<file path="config.mk">
export PLATFORM = sky130hd
export DESIGN_NAME = rv32v_vfu_seq
export DESIGN_NICKNAME = d
export VERILOG_FILES = /design/src/rtl/rv32v_types_pkg.sv /design/src/rtl/rv32v_seq_lane_en.sv /design/src/rtl/rv32v_vfu_seq.sv
export SDC_FILE = /design/constraint.sdc
export NUM_CORES = 1
export LEC_CHECK = 0
export ABC_AREA = 1
export BUFFER_PORTS_ARGS = -buffer_cell sky130_fd_sc_hd__clkbuf_2
export CAP_MARGIN = 0
export CORE_AREA = 2 2 325 327
export CTS_BUF_LIST = sky130_fd_sc_hd__clkbuf_4 sky130_fd_sc_hd__clkbuf_8
export DETAILED_ROUTE_END_ITERATION = 16
export DIE_AREA = 0 0 327 329
export PLACE_DENSITY = 0.3
export SLEW_MARGIN = 20
export SYNTH_ARGS = -nofsm -noshare
export SYNTH_HDL_FRONTEND = slang
export SYNTH_SLANG_ARGS = --single-unit
</file>
<file path="constraint.sdc">
create_clock -name CLK -period 1.61 [get_ports CLK]
set_input_delay 0.2415 -clock CLK [delete_from_list [all_inputs] [get_ports CLK]]
set_output_delay 0.2415 -clock CLK [all_outputs]
set_load 0.05 [all_outputs]
</file>
<file path="src/rtl/rv32v_types_pkg.sv">
// Shared types for the vector ALU sequencer: FSM states, lane op encoding, default sizing.
// Latency: n/a (types and constants only).
// Backpressure: n/a.
package rv32v_types_pkg;

    localparam int LANES_DEF = 4;   // elements per group, one SEW=32 element per lane
    localparam int VLMAX_DEF = 32;  // maximum elements per instruction

    typedef enum logic [2:0] {
        IDLE = 3'd0,
        READ = 3'd1,
        EXEC = 3'd2,
        WB   = 3'd3,
        DONE = 3'd4
    } vseq_state_t;

    // VFU_NONE must stay at zero: an all-zero vexec_t means "no operation".
    typedef enum logic [1:0] {
        VFU_NONE = 2'd0,
        VFU_ALU  = 2'd1
    } vfu_t;

    typedef enum logic [2:0] {
        VALU_ADD = 3'd0,
        VALU_SUB = 3'd1,
        VALU_AND = 3'd2,
        VALU_OR  = 3'd3,
        VALU_XOR = 3'd4
    } valu_op_t;

    typedef struct packed {
        vfu_t     vfu;
        valu_op_t valuop;
    } vexec_t;

endpackage

</file>
<file path="src/rtl/rv32v_seq_lane_en.sv">
// Per-lane write enables for one element group: tail cut at vl, then v0 masking when vm=0.
// Latency: combinational.
// Backpressure: none.
//
// Ports: grp (group index), vl (active length, already clamped), vm (1=unmasked),
//        v0_bits (v0 mask bits of this group), lane_en (resulting enables).
module rv32v_seq_lane_en
    import rv32v_types_pkg::*;
#(
    parameter int LANES = LANES_DEF,
    parameter int VL_W  = 6,
    parameter int GRP_W = 3
) (
    input  logic [GRP_W-1:0] grp,
    input  logic [VL_W-1:0]  vl,
    input  logic             vm,
    input  logic [LANES-1:0] v0_bits,
    output logic [LANES-1:0] lane_en
);

    // One extra bit so grp*LANES+i never wraps before the unsigned compare.
    logic [VL_W:0] base;
    assign base = (VL_W+1)'(grp) * (VL_W+1)'(LANES);

    for (genvar i = 0; i < LANES; i++) begin : g_lane
        logic [VL_W:0] elem;
        assign elem       = base + (VL_W+1)'(i);
        assign lane_en[i] = (elem < {1'b0, vl}) & (vm | v0_bits[i]);
    end

endmodule

</file>
<file path="src/rtl/rv32v_vfu_seq.sv">
// Sequences one vector ALU instruction over element groups: RF read, lane exec, masked writeback.
// Latency: 3 cycles/group with wb_ready=1; done pulses 3*ceil(vl/LANES)+2 cycles after issue.
// Backpressure: issue_ready only in IDLE; wb_valid/wb_data/wb_lane_en/wb_grp held until wb_ready.
//
// Ports: CLK/RST (sync active-high); issue_* instruction in; rf_rd_* group read request,
//        rf_vs1/vs2_data + rf_v0_bits returned one cycle later; vfu_* drive to the external
//        lanes, vfu_res combinational lane results; wb_* group writeback; busy; done pulse.
// Option: RV32V_SEQ_MASK_SKIP_EN skips the WB of groups whose lane enables are all zero.
module rv32v_vfu_seq
    import rv32v_types_pkg::*;
#(
    parameter int LANES = LANES_DEF,
    parameter int VLMAX = VLMAX_DEF,
    localparam int VL_W  = $clog2(VLMAX + 1),
    localparam int GRP_W = $clog2(VLMAX / LANES)
) (
    input  logic                  CLK,
    input  logic                  RST,
    // issue
    input  logic                  issue_valid,
    output logic                  issue_ready,
    input  vexec_t                issue_vop,
    input  logic [VL_W-1:0]       issue_vl,
    input  logic                  issue_vm,
    input  logic [4:0]            issue_vs1,
    input  logic [4:0]            issue_vs2,
    input  logic [4:0]            issue_vd,
    // vector RF read
    output logic                  rf_rd_en,
    output logic [4:0]            rf_rd_vs1,
    output logic [4:0]            rf_rd_vs2,
    output logic [GRP_W-1:0]      rf_rd_grp,
    input  logic [LANES*32-1:0]   rf_vs1_data,
    input  logic [LANES*32-1:0]   rf_vs2_data,
    input  logic [LANES-1:0]      rf_v0_bits,
    // lanes
    output vexec_t                vfu_vop,
    output logic [LANES*32-1:0]   vfu_opA,
    output logic [LANES*32-1:0]   vfu_opB,
    output logic [LANES-1:0]      vfu_mask,
    input  logic [LANES*32-1:0]   vfu_res,
    // writeback
    output logic                  wb_valid,
    input  logic                  wb_ready,
    output logic [4:0]            wb_vd,
    output logic [GRP_W-1:0]      wb_grp,
    output logic [LANES*32-1:0]   wb_data,
    output logic [LANES-1:0]      wb_lane_en,
    // status
    output logic                  busy,
    output logic                  done
);

    vseq_state_t           state_q, state_d;
    vexec_t                vop_q;
    logic [VL_W-1:0]       vl_q;
    logic                  vm_q;
    logic [4:0]            vs1_q, vs2_q, vd_q;
    logic [GRP_W-1:0]      grp_q;
    logic [LANES*32-1:0]   wb_data_q;
    logic [LANES-1:0]      wb_en_q;
    logic                  done_q;

    logic [LANES-1:0]      lane_en;
    logic [VL_W:0]         grp_end;
    logic                  last_grp;
    logic                  grp_adv;
    logic                  issue_fire;
    logic [VL_W-1:0]       vl_clamped;

    assign issue_fire = (state_q == IDLE) & issue_valid;
    assign vl_clamped = (issue_vl > VL_W'(VLMAX)) ? VL_W'(VLMAX) : issue_vl;

    // Last group once (grp+1)*LANES covers vl; widened so the product cannot wrap.
    assign grp_end  = ((VL_W+1)'(grp_q) + (VL_W+1)'(1)) * (VL_W+1)'(LANES);
    assign last_grp = (grp_end >= {1'b0, vl_q});

    rv32v_seq_lane_en #(
        .LANES (LANES),
        .VL_W  (VL_W),
        .GRP_W (GRP_W)
    ) u_lane_en (
        .grp     (grp_q),
        .vl      (vl_q),
        .vm      (vm_q),
        .v0_bits (rf_v0_bits),
        .lane_en (lane_en)
    );

    always_ff @(posedge CLK) begin
        if (RST) begin
            state_q <= IDLE;
        end else begin
            state_q <= state_d;
        end
    end

    always_comb begin
        state_d = state_q;
        grp_adv = 1'b0;
        case (state_q)
            IDLE: begin
                // vl=0 retires without touching the RF or the write port.
                if (issue_valid) begin
                    state_d = (issue_vl == '0) ? DONE : READ;
                end
            end
            READ: state_d = EXEC;
            EXEC: begin
`ifdef RV32V_SEQ_MASK_SKIP_EN
                if (lane_en == '0) begin
                    state_d = last_grp ? DONE : READ;
                    grp_adv = ~last_grp;
                end else begin
                    state_d = WB;
                end
`else
                state_d = WB;
`endif
            end
            WB: begin
                if (wb_ready) begin
                    state_d = last_grp ? DONE : READ;
                    grp_adv = ~last_grp;
                end
            end
            DONE:    state_d = IDLE;
            default: state_d = IDLE;
        endcase
    end

    always_ff @(posedge CLK) begin
        if (RST) begin
            vop_q     <= '0;
            vl_q      <= '0;
            vm_q      <= 1'b0;
            vs1_q     <= '0;
            vs2_q     <= '0;
            vd_q      <= '0;
            grp_q     <= '0;
            wb_data_q <= '0;
            wb_en_q   <= '0;
            done_q    <= 1'b0;
        end else begin
            // done is registered off the DONE state, so it lands the cycle after DONE.
            done_q <= (state_q == DONE);
            if (issue_fire) begin
                vop_q <= issue_vop;
                vl_q  <= vl_clamped;
                vm_q  <= issue_vm;
                vs1_q <= issue_vs1;
                vs2_q <= issue_vs2;
                vd_q  <= issue_vd;
                grp_q <= '0;
            end else if (grp_adv) begin
                grp_q <= grp_q + GRP_W'(1);
            end
            if (state_q == EXEC) begin
                wb_data_q <= vfu_res;
                wb_en_q   <= lane_en;
            end
        end
    end

    assign issue_ready = (state_q == IDLE);
    assign busy        = (state_q != IDLE);
    assign rf_rd_en    = (state_q == READ);
    assign rf_rd_vs1   = vs1_q;
    assign rf_rd_vs2   = vs2_q;
    assign rf_rd_grp   = grp_q;

    // RF data is only valid in EXEC; outside it the lanes see a zero op and operands.
    assign vfu_vop  = (state_q == EXEC) ? vop_q       : '0;
    assign vfu_opA  = (state_q == EXEC) ? rf_vs2_data : '0;
    assign vfu_opB  = (state_q == EXEC) ? rf_vs1_data : '0;
    assign vfu_mask = (state_q == EXEC) ? lane_en     : '0;

    assign wb_valid   = (state_q == WB);
    assign wb_vd      = vd_q;
    assign wb_grp     = grp_q;
    assign wb_data    = wb_data_q;
    assign wb_lane_en = wb_en_q;
    assign done       = done_q;

endmodule

</file>
==> results.py, run 1 <==
metrics = {
    "timing": {
        "slew_violations": 0,
        "setup_violations": 305,
        "whs_ns": 0.0755,
        "min_period_over_period_pct": 137,
        "layout_setup_ws_ns": -0.601,
        "relSlewSlack_pct": 66.3,
        "fmax_mhz": 452,
        "finClkSkew_ns": 0.0252,
        "period_minus_slack_ns": 2.21,
        "rsz0062_at_grt": "yes",
        "final_hold_viol_count": 0,
        "worst_pin_slew_ns": 0.506,
    },
    "placement": {
        "detailed_place.area_mm2": 0.0179,
        "place_congestion": 0.834,
        "hpwl_um": 65700,
        "dp_cells": 3592,
        "port_buffers": 841,
    },
    "synthesis": {
        "synth_warnings": 0,
        "ys_types": 30,
        "ys_ff_latch": 166,
        "synth-async-reset-ratio_pct": 0,
        "yosys.area.top_type": "dfxtp_1",
        "syn_nets": 1771,
        "synth_area_mm2": 0.00826,
        "yosysSeqAreaShare_pct": 40.2,
        "synthFlopType": "dfxtp_1",
        "synth_area_leaders": "dfxtp_1 (40%), nor2_1 (24%), inv_1 (13%)",
        "synth_edf_count": 0,
        "avgSynthCellArea_um2": 6.15,
        "synthCells": 1343,
        "synth_top_area_share_pct": 40.2,
    },
    "pwr": {
        "power_density_mw_per_mm2": 1530,
        "finalPower_mw": 34.1,
        "max-vdd-ir-drop_uv": 887,
        "p_leak_nw": 10.4,
    },
    "routing": {
        "drt-initial-drc-count": 414,
        "drtPass1Iterations": 4,
        "routed_via_density": 3.18,
        "wl_per_cell_um": 20.1,
        "vias": 12100,
        "wirelength_um": 76300,
        "drc": 0,
        "ant_nets": 0,
    },
    "final_layout": {
        "final_util_pct": 21.3,
        "fin_nets": 2817,
        "finalInstanceArea_mm2": 0.0223,
        "final_cell_mix": "clkbuf_2 (581), nor2_1 (307), inv_1 (275)",
        "layout-drive-gt1-share_pct": 52.8,
        "synthToLayoutAreaGrowth_pct": 170,
        "nFillCells": 11800,
        "layout_commonest_cell": "clkbuf_2",
        "fin_cells": 3802,
    },
    "die": {
        "die_area_mm2": 0.108,
        "core_mm2": 0.104,
        "die_height_um": 329,
        "row_count": 119,
        "start_util_pct": 7.91,
        "die-width_um": 327,
        "ioPinCount": 842,
    },
    "setup_path": {
        "cp.arrival_ns": 1.97,
        "reg2reg_slack_ns": -0.29,
        "rr_startpoint": "rf_rd_grp[0]",
        "setup.worst_path.end_class": "primary output",
        "crit_path_frequent_cell": "nor2_4",
        "path_buf_inv": 4,
        "slowest_stage": "dfxtp_2",
        "worstPathRequired_ns": 1.37,
        "crit_chain": "nor2_4 > nand2_8 > buf_16 > buf_8 > nor2_4 > buf_4 > buf_12",
        "worstPathMaxFanout": 10,
        "cp-start-kind": "flip-flop",
        "critPathMaxStageDelay_ns": 0.35,
        "r2r-end": "rf_rd_grp[0]",
        "r2r_cells": 13,
        "cpLargestDelayFamily": "buffers and inverters",
        "crit_type": "reg2out",
    },
    "grt": {
        "grt_max_degree": 58,
        "grt_overflow_total": 0,
        "use_met3_pct": 6.06,
        "met1_usage_pct": 12.9,
        "busiest_layer": "met2",
        "antenna_found_initial": 35,
        "track_usage_pct": 13.5,
        "grt_pass1_wl_um": 100000,
        "grt_util_met2_pct": 25.2,
        "grt_pass1_vias": 12300,
    },
    "clocking": {
        "cts_root_buf": "clkbuf_8",
        "clk_pin_slew_ns": 0.11,
        "cts_tree": "done",
        "cts_buffers": 17,
        "cts_max_level": 4,
        "cts.sinks": 166,
        "clock_latency_ns": 0.55,
        "clk_path_buf_depth": 2,
    },
    "min_path": {
        "hold_class": "in2reg",
        "holdPathStages": 3,
        "hold_end": "wb_data[77]",
        "hold_start": "vfu_res[77]",
    },
    "flow_run": {
        "drv_cap": 0,
    },
    "outcome": {
        "violations": "negative setup slack",
        "run_status": "finished, violations left",
    },
}
==> tightest hold or removal path: cells and delay by family <==
| family | cells | cell delay (ns) |
|---|---|---|
| and+or+nand+nor | 1 | 0.11 |
| buffers and inverters | 1 | 0.07 |
| AOI/OAI and AO/OA | 1 | 0.15 |
==> cells by family (layout without fill, tap and decap cells) <==
family | count (synthesis) | after routing | share of synthesized area, %
xor+xnor | 1 | 1 | 0.106
compound gates | 175 | 175 | 10.7
buf+inv | 368 | 1427 | 18.3
flops | 166 | 166 | 40.2
fa+ha+maj | 9 | 9 | 1.36
simple gates | 624 | 624 | 29.2
other cells | 0 | 9 | 0
==> worst max-delay path by stage <==
stage                    to        from  cells after the start
6_report        vfu_opA[76]  state_q[0]                      7
5_1_grt         vfu_opB[55]  state_q[0]                      7
4_1_cts         vfu_mask[2]     vl_q[4]                     10
3_5_place_dp    vfu_mask[2]     vl_q[4]                      8
3_3_place_gp    vfu_mask[2]     vl_q[3]                      8
2_1_floorplan  vfu_opB[100]  state_q[2]                      5
==> layer usage <==
metal,vias to the layer above,part of all wire (%)
met4,40,3.9
met2,484,53
met1,5428,33
met3,112,9.2
met5,-,0.34
li1,6022,-
==> what timing repair did <==
action / CTS / global route
resized for setup: 362 / 255
hold buffers: 147 / 0
setup endpoints to repair: 302 / 402
setup buffers: 6 / 9
pin swaps: 10 / 13
gates cloned: 4 / 3
endpoints found under the hold margin: 149 / 0
==> cells in the mapped netlist (2+ instances only) <==
cell type,instances
nand2_2,2
inv_2,3
dfxtp_1,166
inv_1,283
nor2_1,539
nand3_1,14
nand2_1,57
nand4_1,4
buf_6,4
a21oi_1,27
o21ai_0,125
buf_2,40
o21ai_1,18
nor2_4,2
nand2_4,2
buf_4,13
ha_1,9
clkbuf_1,23
==> layout make-up <==
type / instances / area (um^2) / area share [%]
antenna: 9 / 22.5 / 0.101
clock buffer: 19 / 262 / 1.17
clock inverter: 13 / 139 / 0.624
inverter: 287 / 1090 / 4.90
multi-input combinational: 809 / 5050 / 22.7
sequential: 166 / 3340 / 15.0
tap: 1391 / 1740 / 7.82
timing repair buffer: 1108 / 10600 / 47.7
==> report_power, final <==
group / leakage (nW) / total (mW) / switching (mW) / internal, mW
Sequential: 1.36 / 5.91 / 0.626 / 5.28
Combinational: 8.85 / 24.9 / 16.1 / 8.81
Clock: 0.194 / 3.27 / 1.92 / 1.35
==> stage by stage <==
step	setup TNS, ns	setup slack (ns)
after detailed placement	-5.05	-0.266
after global routing	-193.61	-0.744
after global placement	-5.27	-0.268
final	-142.45	-0.601
after floorplan	-48.47	-0.184
after CTS	-164.99	-0.740
==> flip-flops by register name, summed over array words and instances, names as in the netlist <==
register and flops:
wb_vd 5, rf_rd_grp 3, vl_q 6, done 1
wb_lane_en 4, vop_q 5, rf_rd_vs1 5, state_q 3
wb_data 128, rf_rd_vs2 5, vm_q 1
(Power assumes the default switching activity.)
==> inputs of run 2 (changes only) <==
- CTS_BUF_LIST: sky130_fd_sc_hd__clkbuf_4 sky130_fd_sc_hd__clkbuf_8 -> sky130_fd_sc_hd__clkbuf_8
- REMOVE_ABC_BUFFERS: unset -> 1
- SKIP_CTS_REPAIR_TIMING: unset -> 1
==> run 2 against run 1 <==
The flow finishes with violations (negative hold slack, negative setup slack); clock-buffer cell count unchanged; flip-flop and latch count unchanged; final cell count fell by 1.3%; global-route usage decreased by 3.1 points.
==> results.py, run 2 (same netlist as run 1, synthesis figures left out) <==
metrics = {
    "final_layout": {
        "nFillCells": 12000,
        "largest_reg_flops": 128,
        "fin_nets": 2775,
        "final_cell_mix": "clkbuf_2 (599), nor2_1 (443), inv_1 (279)",
        "layout-drive-gt1-share_pct": 46.0,
        "layout_commonest_cell": "clkbuf_2",
        "multi_input_area_mm2": 0.00378,
        "seq_area_mm2": 0.00333,
        "synthToLayoutAreaGrowth_pct": 138,
    },
    "timing": {
        "rsz0062_at_grt": "yes",
        "slew_violations": 0,
        "finClkSkew_ns": 0.0346,
        "layout_setup_ws_ns": -0.634,
        "min_period_over_period_pct": 139,
        "final_hold_viol_count": 1,
        "whs_ns": -0.0123,
        "fmax_mhz": 446,
        "worst_pin_slew_ns": 0.427,
        "relSlewSlack_pct": 71.3,
        "setup_violations": 302,
        "period_minus_slack_ns": 2.24,
    },
    "setup_path": {
        "setup.worst_path.end_class": "primary output",
        "critPathMaxStageDelay_ns": 0.36,
        "crit_chain": "nor2_4 > nand2_8 > buf_12 > nor2_1 > buf_12",
        "worstPathMaxFanout": 48,
        "cp-start-kind": "flip-flop",
        "slowest_stage": "dfxtp_2",
        "cp.arrival_ns": 2.00,
        "crit_type": "reg2out",
        "crit_path_frequent_cell": "buf_12",
        "worstPathRequired_ns": 1.37,
    },
    "outcome": {
        "run_status": "finished, violations left",
        "violations": "negative hold slack, negative setup slack",
    },
    "clocking": {
        "cts.sinks": 166,
        "clock_latency_ns": 0.58,
        "cts_max_level": 4,
        "clk_pin_slew_ns": 0.13,
        "cts_root_buf": "clkbuf_8",
        "cts_buffers": 17,
        "cts_tree": "done",
        "clk_path_buf_depth": 2,
    },
    "die": {
        "ioPinCount": 842,
        "start_util_pct": 7.91,
        "core_mm2": 0.104,
        "die_area_mm2": 0.108,
        "die_height_um": 329,
        "row_count": 119,
        "die-width_um": 327,
    },
    "pwr": {
        "p_leak_nw": 9.83,
        "power_density_mw_per_mm2": 1540,
        "finalPower_mw": 30.3,
        "max-vdd-ir-drop_uv": 637,
    },
    "routing": {
        "vias": 11600,
        "drtPass1Iterations": 4,
        "routed_via_density": 3.08,
        "ant_nets": 0,
        "wirelength_um": 59900,
        "drc": 0,
        "wl_per_cell_um": 16.0,
        "drt-initial-drc-count": 360,
    },
    "grt": {
        "grt_max_degree": 83,
        "track_usage_pct": 10.4,
        "grt_overflow_total": 0,
        "antenna_found_initial": 23,
        "grt_pass1_wl_um": 80100,
        "grt_pass1_vias": 10800,
    },
    "placement": {
        "dp_slack_ns": -0.301,
        "place_congestion": 0.745,
        "hpwl_um": 50600,
        "port_buffers": 841,
    },
    "flow_run": {
        "drv_cap": 0,
    },
    "min_path": {
        "hold_class": "in2reg",
    },
}
[run 2: layout make-up]
class	instances	area share, %
Timing Repair Buffer	1066	47.4
Multi-Input combinational cell	809	19.2
Sequential cell	166	17.0
Tap cell	1391	8.86
Inverter	287	5.52
Clock buffer	19	1.33
Clock inverter	12	0.612
Antenna cell	3	0.0382
[run 2: path summary, 6_finish.rpt]
path	startpoint	endpoint	cells past startpoint	slack, ns
worst max-delay path	state_q[2]	vfu_opA[103]	5	-0.63
worst min-delay path	vfu_res[107]	wb_data[107]	3	-0.01
worst max register to register	rf_rd_grp[0]	rf_rd_grp[0]	12	-0.29
worst min register to register	vop_q[4]	vop_q[4]	2	0.46
[run 2: metal layers]
metal / up-vias / global-route usage (%) / wire, um
li1: 5914 / - / -
met1: 5057 / 11.1 / 23100
met2: 475 / 18.2 / 29400
met3: 87 / 5.21 / 5980
met4: 32 / 2.86 / 1140
met5: - / 0 / 202
[run 2: critical path: cells and delay by family, from the launching register on]
kind | cells | cell delay, ns
flip-flops | 1 | 0.36
AND/OR/NAND/NOR | 3 | 0.55
buffers and inverters | 2 | 0.43
[run 2: metrics by stage]
stage	instances	area (um^2)	TNS [ns]	utilization (%)
after floorplan	1262	7830	-799.83	-
after detailed placement	3576	17200	-4.60	16.5
final	3753	19600	-151.96	18.8
after CTS	3607	17600	-204.69	16.9
after global routing	3751	19600	-203.29	18.8
after global placement	3576	17200	-4.64	16.5
[run 2: where the power goes]
| part | leakage, nW | total, mW | switching, mW | internal (mW) |
|---|---|---|---|---|
| combinational | 8.29 | 21.2 | 14.4 | 6.85 |
| sequential | 1.36 | 5.88 | 0.597 | 5.28 |
| clock | 0.183 | 3.21 | 1.89 | 1.32 |
| total | 9.83 | 30.3 | 16.9 | 13.4 |
